[src/rtl/regfile_wport_arbiter.sv]
`default_nettype none
// +----------------------------------------------------------------------------+
// | regfile_wport_arbiter: round-robin arbiter for the register file write     |
// | port, with a zeroing sweep. Optional read bypass: RF_BYPASS_EN.            |
// | Revision: 1.0                                                              |
// +----------------------------------------------------------------------------+
module regfile_wport_arbiter #(
  parameter int WIDTH = 8,
  parameter int DEPTH = 4,
  parameter int NREQ  = 3,
  localparam int AW   = $clog2(DEPTH),
  localparam int GW   = $clog2(NREQ)
) (
  input  logic                  clk,
  input  logic                  rst_n,
  input  logic [NREQ-1:0]       req_valid,
  output logic [NREQ-1:0]       req_ready,
  input  logic [NREQ*AW-1:0]    req_addr,
  input  logic [NREQ*WIDTH-1:0] req_data,
  input  logic                  clear_req,
  output logic                  clear_busy,
  output logic                  rf_we,
  output logic [AW-1:0]         rf_waddr,
  output logic [WIDTH-1:0]      rf_wdata,
  output logic [GW-1:0]         grant_id,
  input  logic [AW-1:0]         rd_addr1,
  input  logic [AW-1:0]         rd_addr2,
  input  logic [WIDTH-1:0]      rf_rdata1,
  input  logic [WIDTH-1:0]      rf_rdata2,
  output logic [WIDTH-1:0]      rd_data1,
  output logic [WIDTH-1:0]      rd_data2
);

  typedef enum logic [0:0] {
    IDLE  = 1'b0,
    CLEAR = 1'b1
  } state_t;

  state_t          state;
  state_t          state_next;
  logic [GW-1:0]   rr_ptr;
  logic            grant_vld;
  logic [GW-1:0]   grant_idx;
  logic [NREQ-1:0] ready_vec;
  logic            sweep_last;

  assign sweep_last = (rf_waddr == AW'(DEPTH - 1));

  always_ff @(posedge clk or negedge rst_n) begin
    if (!rst_n) begin
      state <= IDLE;
    end else begin
      state <= state_next;
    end
  end

  always_comb begin
    int j;
    state_next = state;
    grant_vld  = 1'b0;
    grant_idx  = '0;
    ready_vec  = '0;
    j          = 0;
    case (state)
      IDLE: begin
        if (clear_req) begin
          state_next = CLEAR;
        end else begin
          // Scan upward from the pointer, wrapping at NREQ; first valid wins.
          for (int i = 0; i < NREQ; i++) begin
            j = int'(rr_ptr) + i;
            if (j >= NREQ) j = j - NREQ;
            if (!grant_vld && req_valid[j]) begin
              grant_vld = 1'b1;
              grant_idx = GW'(j);
            end
          end
        end
      end
      CLEAR: begin
        if (sweep_last) state_next = IDLE;
      end
      default: state_next = IDLE;
    endcase
    if (grant_vld) ready_vec[grant_idx] = 1'b1;
  end

  assign req_ready  = rst_n ? ready_vec : '0;
  assign clear_busy = (state == CLEAR);

  // The write port registers double as the sweep counter while in CLEAR.
  always_ff @(posedge clk or negedge rst_n) begin
    if (!rst_n) begin
      rf_we    <= 1'b0;
      rf_waddr <= '0;
      rf_wdata <= '0;
      grant_id <= '0;
      rr_ptr   <= '0;
    end else begin
      case (state)
        IDLE: begin
          if (clear_req) begin
            rf_we    <= 1'b1;
            rf_waddr <= '0;
            rf_wdata <= '0;
          end else if (grant_vld) begin
            rf_we    <= 1'b1;
            rf_waddr <= req_addr[grant_idx*AW +: AW];
            rf_wdata <= req_data[grant_idx*WIDTH +: WIDTH];
            grant_id <= grant_idx;
            rr_ptr   <= (grant_idx == GW'(NREQ - 1)) ? '0 : grant_idx + 1'b1;
          end else begin
            rf_we <= 1'b0;
          end
        end
        CLEAR: begin
          if (sweep_last) begin
            rf_we <= 1'b0;
          end else begin
            rf_we    <= 1'b1;
            rf_waddr <= rf_waddr + 1'b1;
          end
        end
        default: rf_we <= 1'b0;
      endcase
    end
  end

`ifdef RF_BYPASS_EN
  // Forward the write that commits at the next edge.
  assign rd_data1 = (rf_we && (rf_waddr == rd_addr1)) ? rf_wdata : rf_rdata1;
  assign rd_data2 = (rf_we && (rf_waddr == rd_addr2)) ? rf_wdata : rf_rdata2;
`else
  logic unused_rd_addr;
  assign unused_rd_addr = ^{rd_addr1, rd_addr2};
  assign rd_data1       = rf_rdata1;
  assign rd_data2       = rf_rdata2;
`endif

endmodule
`default_nettype wire

[config.mk]
export PLATFORM = sky130hd
export DESIGN_NAME = regfile_wport_arbiter
export DESIGN_NICKNAME = d
export VERILOG_FILES = /design/src/rtl/regfile_wport_arbiter.sv
export SDC_FILE = /design/constraint.sdc
export NUM_CORES = 1
export LEC_CHECK = 0
export BUFFER_PORTS_ARGS = -buffer_cell sky130_fd_sc_hd__buf_2
export CAP_MARGIN = 10
export CORE_MARGIN = 10
export CORE_UTILIZATION = 37
export CTS_CLUSTER_SIZE = 16
export DETAILED_ROUTE_END_ITERATION = 10
export PLACE_DENSITY_LB_ADDON = 0.12
export SLEW_MARGIN = 15
export SYNTH_ARGS = -nofsm -noshare
export SYNTH_HDL_FRONTEND = slang
export SYNTH_SLANG_ARGS = --single-unit
[constraint.sdc]
create_clock -name clk -period 2 [get_ports clk]
set_input_delay 0.3 -clock clk [delete_from_list [all_inputs] [get_ports clk]]
set_output_delay 0.3 -clock clk [all_outputs]
set_load 0.02 [all_outputs]
==> results.sh <==
export IMPL_ys_seq_area_share_pct=32.13
export IMPL_largest_net_degree_at_the_start_of_global_routing=12
export IMPL_area_taken_by_multi_input_logic_gates_um2=726.9
export IMPL_final_setup_viol_count=13
export IMPL_drt_antenna_violating_nets=0
export IMPL_synth_top_cells_by_count="buf_4 (17), dfrtp_1 (16), a21oi_1 (15), nand3_1 (12), o21ai_0 (9)"
export IMPL_dp_hpwl_um=3034
export IMPL_leakagePower_nw=0.8147
export IMPL_grt_antenna_before_repair=0
export IMPL_critical_path_arrival_ns=2.02
export IMPL_critPathLaunch="rr_ptr[1]"
export IMPL_cts_htree_levels=1
export IMPL_port_buffer_count=52
export IMPL_finish_instance_area_mm2=0.001740
export IMPL_clock_skew_ns=0.001771
export IMPL_critical_path_slowest_cell="dfrtp_2"
export IMPL_r2r_worst_path_cells=8
export IMPL_worst_path_max_fanout=8
export IMPL_critical_path_cell_chain="ha_4, or3_1, a21o_1, nand3_4, a31oi_4, and2_4, buf_6"
export IMPL_cp_end_kind="output port"
export IMPL_number_of_remaining_drc_errors=0
export IMPL_yosysMostFrequentCell="buf_4"
export IMPL_vias_in_the_first_global_route=1362
export IMPL_floorplan_io_pins=89
export IMPL_storage_cell_area_um2=401.6
export IMPL_effective_utilization_at_floorplan_pct=37.94
export IMPL_final_max_slew_viol_count=0
export IMPL_synth_net_count=195
export IMPL_cp_buffers_inverters=1
export IMPL_vertical_die_dimension_um=78.04
export IMPL_netlist_area_leader_share_pct=32.13
export IMPL_grt_util_met3_pct=5.467
export IMPL_ys_ff_latch=16
export IMPL_grtUsageMet1_pct=13.27
export IMPL_async_flop_share_pct=100.0
export IMPL_cts_root_buffer_cell="clkbuf_4"
export IMPL_clock_power_share_pct=9.0
export IMPL_finalHoldViolCount=0
export IMPL_timing_worst_slew_pin_value_ns=0.3993
export IMPL_cts_sink_count=16
export IMPL_r2r_startpoint="rr_ptr[1]"
export IMPL_endpoint="req_ready[0]"
export IMPL_coreArea_mm2=0.003284
export IMPL_route_detailed_wl_per_inst_um=16.31
export IMPL_worst_r2r_setup_slack_ns=-0.19
export IMPL_failed_checks="negative setup slack"
export IMPL_yosys_most_used_dff="dfrtp_1"
export IMPL_dieArea_mm2=0.006089
export IMPL_p_comb_share_pct=68.0
export IMPL_min_delay_path_depth=2
export IMPL_drt_iter0_markers=35
export IMPL_antenna_diode_count=0
export IMPL_layout_setup_ws_ns=-0.3242
export IMPL_run_status="finished, violations left"
export IMPL_instances_no_fill=239
export IMPL_slew_headroom_pct=73.29
export IMPL_finish_utilization_pct=52.99
export IMPL_timing_worst_setup_path_type="reg2out"
export IMPL_timing_setup_tns_ns=-2.613
export IMPL_synth_cell_types=40
export IMPL_cts_tree="done"
export IMPL_worstPathRequired_ns=1.70
export IMPL_dpl_cell_count=228
export IMPL_final_critical_delay_including_setup_and_external_delays_ns=2.324
export IMPL_gr_usage_met2_pct=20.73
export IMPL_finalWeightedCongestion=0.8131
export IMPL_synth_yosys_warnings=0
export IMPL_switchingPower_mw=1.017
export IMPL_synth_top_area_cell="dfrtp_1"
export IMPL_timing_final_crit_share_pct=116.2
export IMPL_netSwitchingFraction_pct=43.12
export IMPL_cp_num_cells=7
export IMPL_max_vdd_ir_drop_mv=0.6336
export IMPL_grt_overflow_total=0
export IMPL_grt_most_used_layer="met2"
export IMPL_finish_net_count=253
export IMPL_max_cap_violations=0
export IMPL_worst_path_dominant_cell_family="simple AND/OR/NAND/NOR gates"
export IMPL_total_power_density_per_cell_area_mw_per_mm2=1355
export IMPL_avgSynthCellArea_um2=9.163
export IMPL_placementRows=21
export IMPL_setup_worst_path_start_class="flop"
export IMPL_number_of_enable_flip_flop_cells_after_synthesis=0
export IMPL_layout_cells_sized_above_1_pct=51.30
export IMPL_post_drt_via_cell_ratio=5.251
export IMPL_grt_pass1_wl_um=6327
export IMPL_syn_to_final_growth_pct=39.66
export IMPL_insertion_delay_ns=0.28
export IMPL_tritoncts_buffers=3
export IMPL_maxClockFrequency_mhz=430.3
export IMPL_clockBufferDepth=2
export IMPL_synthTopCellsByArea="dfrtp_1 (32%), buf_4 (10%), a221o_1 (6.4%), a21oi_1 (6.0%), nand3_1 (4.8%)"
export IMPL_fillers=334
export IMPL_die_width_um=78.04
export IMPL_worst_min_delay_path_category="in2reg"
export IMPL_worst_r2r_endpoint="rf_wdata[5]"
export IMPL_rsz0062_at_grt="yes"
export IMPL_clkTransAtPathRegs_ns=0.09
export IMPL_synthesized_cell_area_mm2=0.001246
export IMPL_intPower_mw=1.342
export IMPL_postPlaceCellArea_mm2=0.001583
export IMPL_grt_util_all_layers_pct=12.34
export IMPL_max_stage_delay_ns=0.45
export IMPL_first_pass_iters=4
export IMPL_postSynthCellCount=136
export IMPL_seqPwrFrac_pct=23.0
export IMPL_drt_wl_total_um=3898
export IMPL_num_vias=1255
## metal layers
layer | vias up | wire length (µm)
met1 | 592 | 1619
met5 | - | 0
li1 | 606 | -
met4 | 0 | 87
met2 | 45 | 1899
met3 | 12 | 291
## how the worst min path moves through the flow
stage | startpoint | to | slack [ns]
6_report | req_data[2] | rf_wdata[2] | 0.24
5_1_grt | req_data[7] | rf_wdata[7] | 0.23
4_1_cts | rst_n | rf_wdata[4] | 0.0008
3_5_place_dp | rst_n | rf_wdata[3] | 0.19
3_3_place_gp | rst_n | rf_wdata[2] | 0.19
2_1_floorplan | rst_n | clear_busy | 0.004
## through the flow
stage               hold WS, ns  worst slack (ns)  total power, mW
detailed placement       0.1868           -0.2379            1.926
global placement         0.1866           -0.2128            1.892
finish                   0.2407           -0.3242            2.359
global route             0.2349           -0.3991            2.545
CTS                   0.0008484           -0.2973            2.239
floorplan              0.004409         -0.006495            1.560
## repair_timing
item,CTS,global route
pin swaps,2,5
setup endpoints to repair,13,13
setup buffers,2,3
hold buffers,1,1
resized for setup,9,8
endpoints found under the hold margin,9,7
## cells by family (layout without fill, tap and decap cells)
family / Yosys count / count (layout) / share of synthesized area, %
mux: 2 / 2 / 1.707
compound gates: 49 / 49 / 29.52
fa+ha+maj: 3 / 3 / 3.012
flops: 16 / 16 / 32.13
xor+xnor: 1 / 1 / 0.7029
simple gates: 37 / 37 / 18.17
buf+inv: 28 / 85 / 14.76
## worst register-to-register path, cell delays in order (launching register included)
cell and delay [ns]:
dfrtp_2 0.45, ha_4 0.29, or3_1 0.35, a21o_1 0.20, nand3_4 0.09, a31oi_4 0.04
buf_4 0.18, buf_12 0.12, a221o_1 0.34
## power by group through the flow
| stage | combinational, mW | clock [mW] | sequential, mW |
|---|---|---|---|
| final | 1.60 | 0.212 | 0.541 |
| after global routing | 1.75 | 0.232 | 0.560 |
| after CTS | 1.48 | 0.221 | 0.537 |
| after detailed placement | 1.39 | 0 | 0.538 |
| after global placement | 1.36 | 0 | 0.531 |
| after floorplan | 0.902 | 0 | 0.658 |
## sequential cells by signal, summed over array words and instances, names as in the netlist
name	cells
rf_wdata	8
grant_id	2
rf_waddr	2
rf_we	1
clear_busy	1
rr_ptr	2
## layout by cell type (no fill, tap or decap), types with 2 or more instances in the layout
master | netlist | final
dlygate4sd3_1 | 0 | 2
a221o_1 | 8 | 8
nand2_1 | 4 | 4
buf_4 | 17 | 18
nor2_1 | 3 | 2
nand3_1 | 12 | 11
inv_1 | 5 | 3
o21ai_0 | 9 | 9
buf_2 | 0 | 50
o21ai_1 | 2 | 2
buf_6 | 2 | 3
nand3_4 | 0 | 2
clkbuf_4 | 0 | 3
buf_12 | 0 | 3
ha_4 | 0 | 2
dfrtp_1 | 16 | 15
a21oi_1 | 15 | 15
a21o_1 | 5 | 5
or2_4 | 1 | 3
inv_2 | 0 | 2
nand4bb_1 | 2 | 2
## area by class of cell
| class | instances | share of cell area (%) |
|---|---|---|
| clock buffers | 4 | 2.085 |
| multi-input cells | 92 | 41.77 |
| flip-flops and latches | 16 | 23.08 |
| well taps | 46 | 3.307 |
| inverters | 5 | 1.078 |
| repair buffers | 76 | 28.68 |
Note: power is estimated with default switching activity, not from simulation.
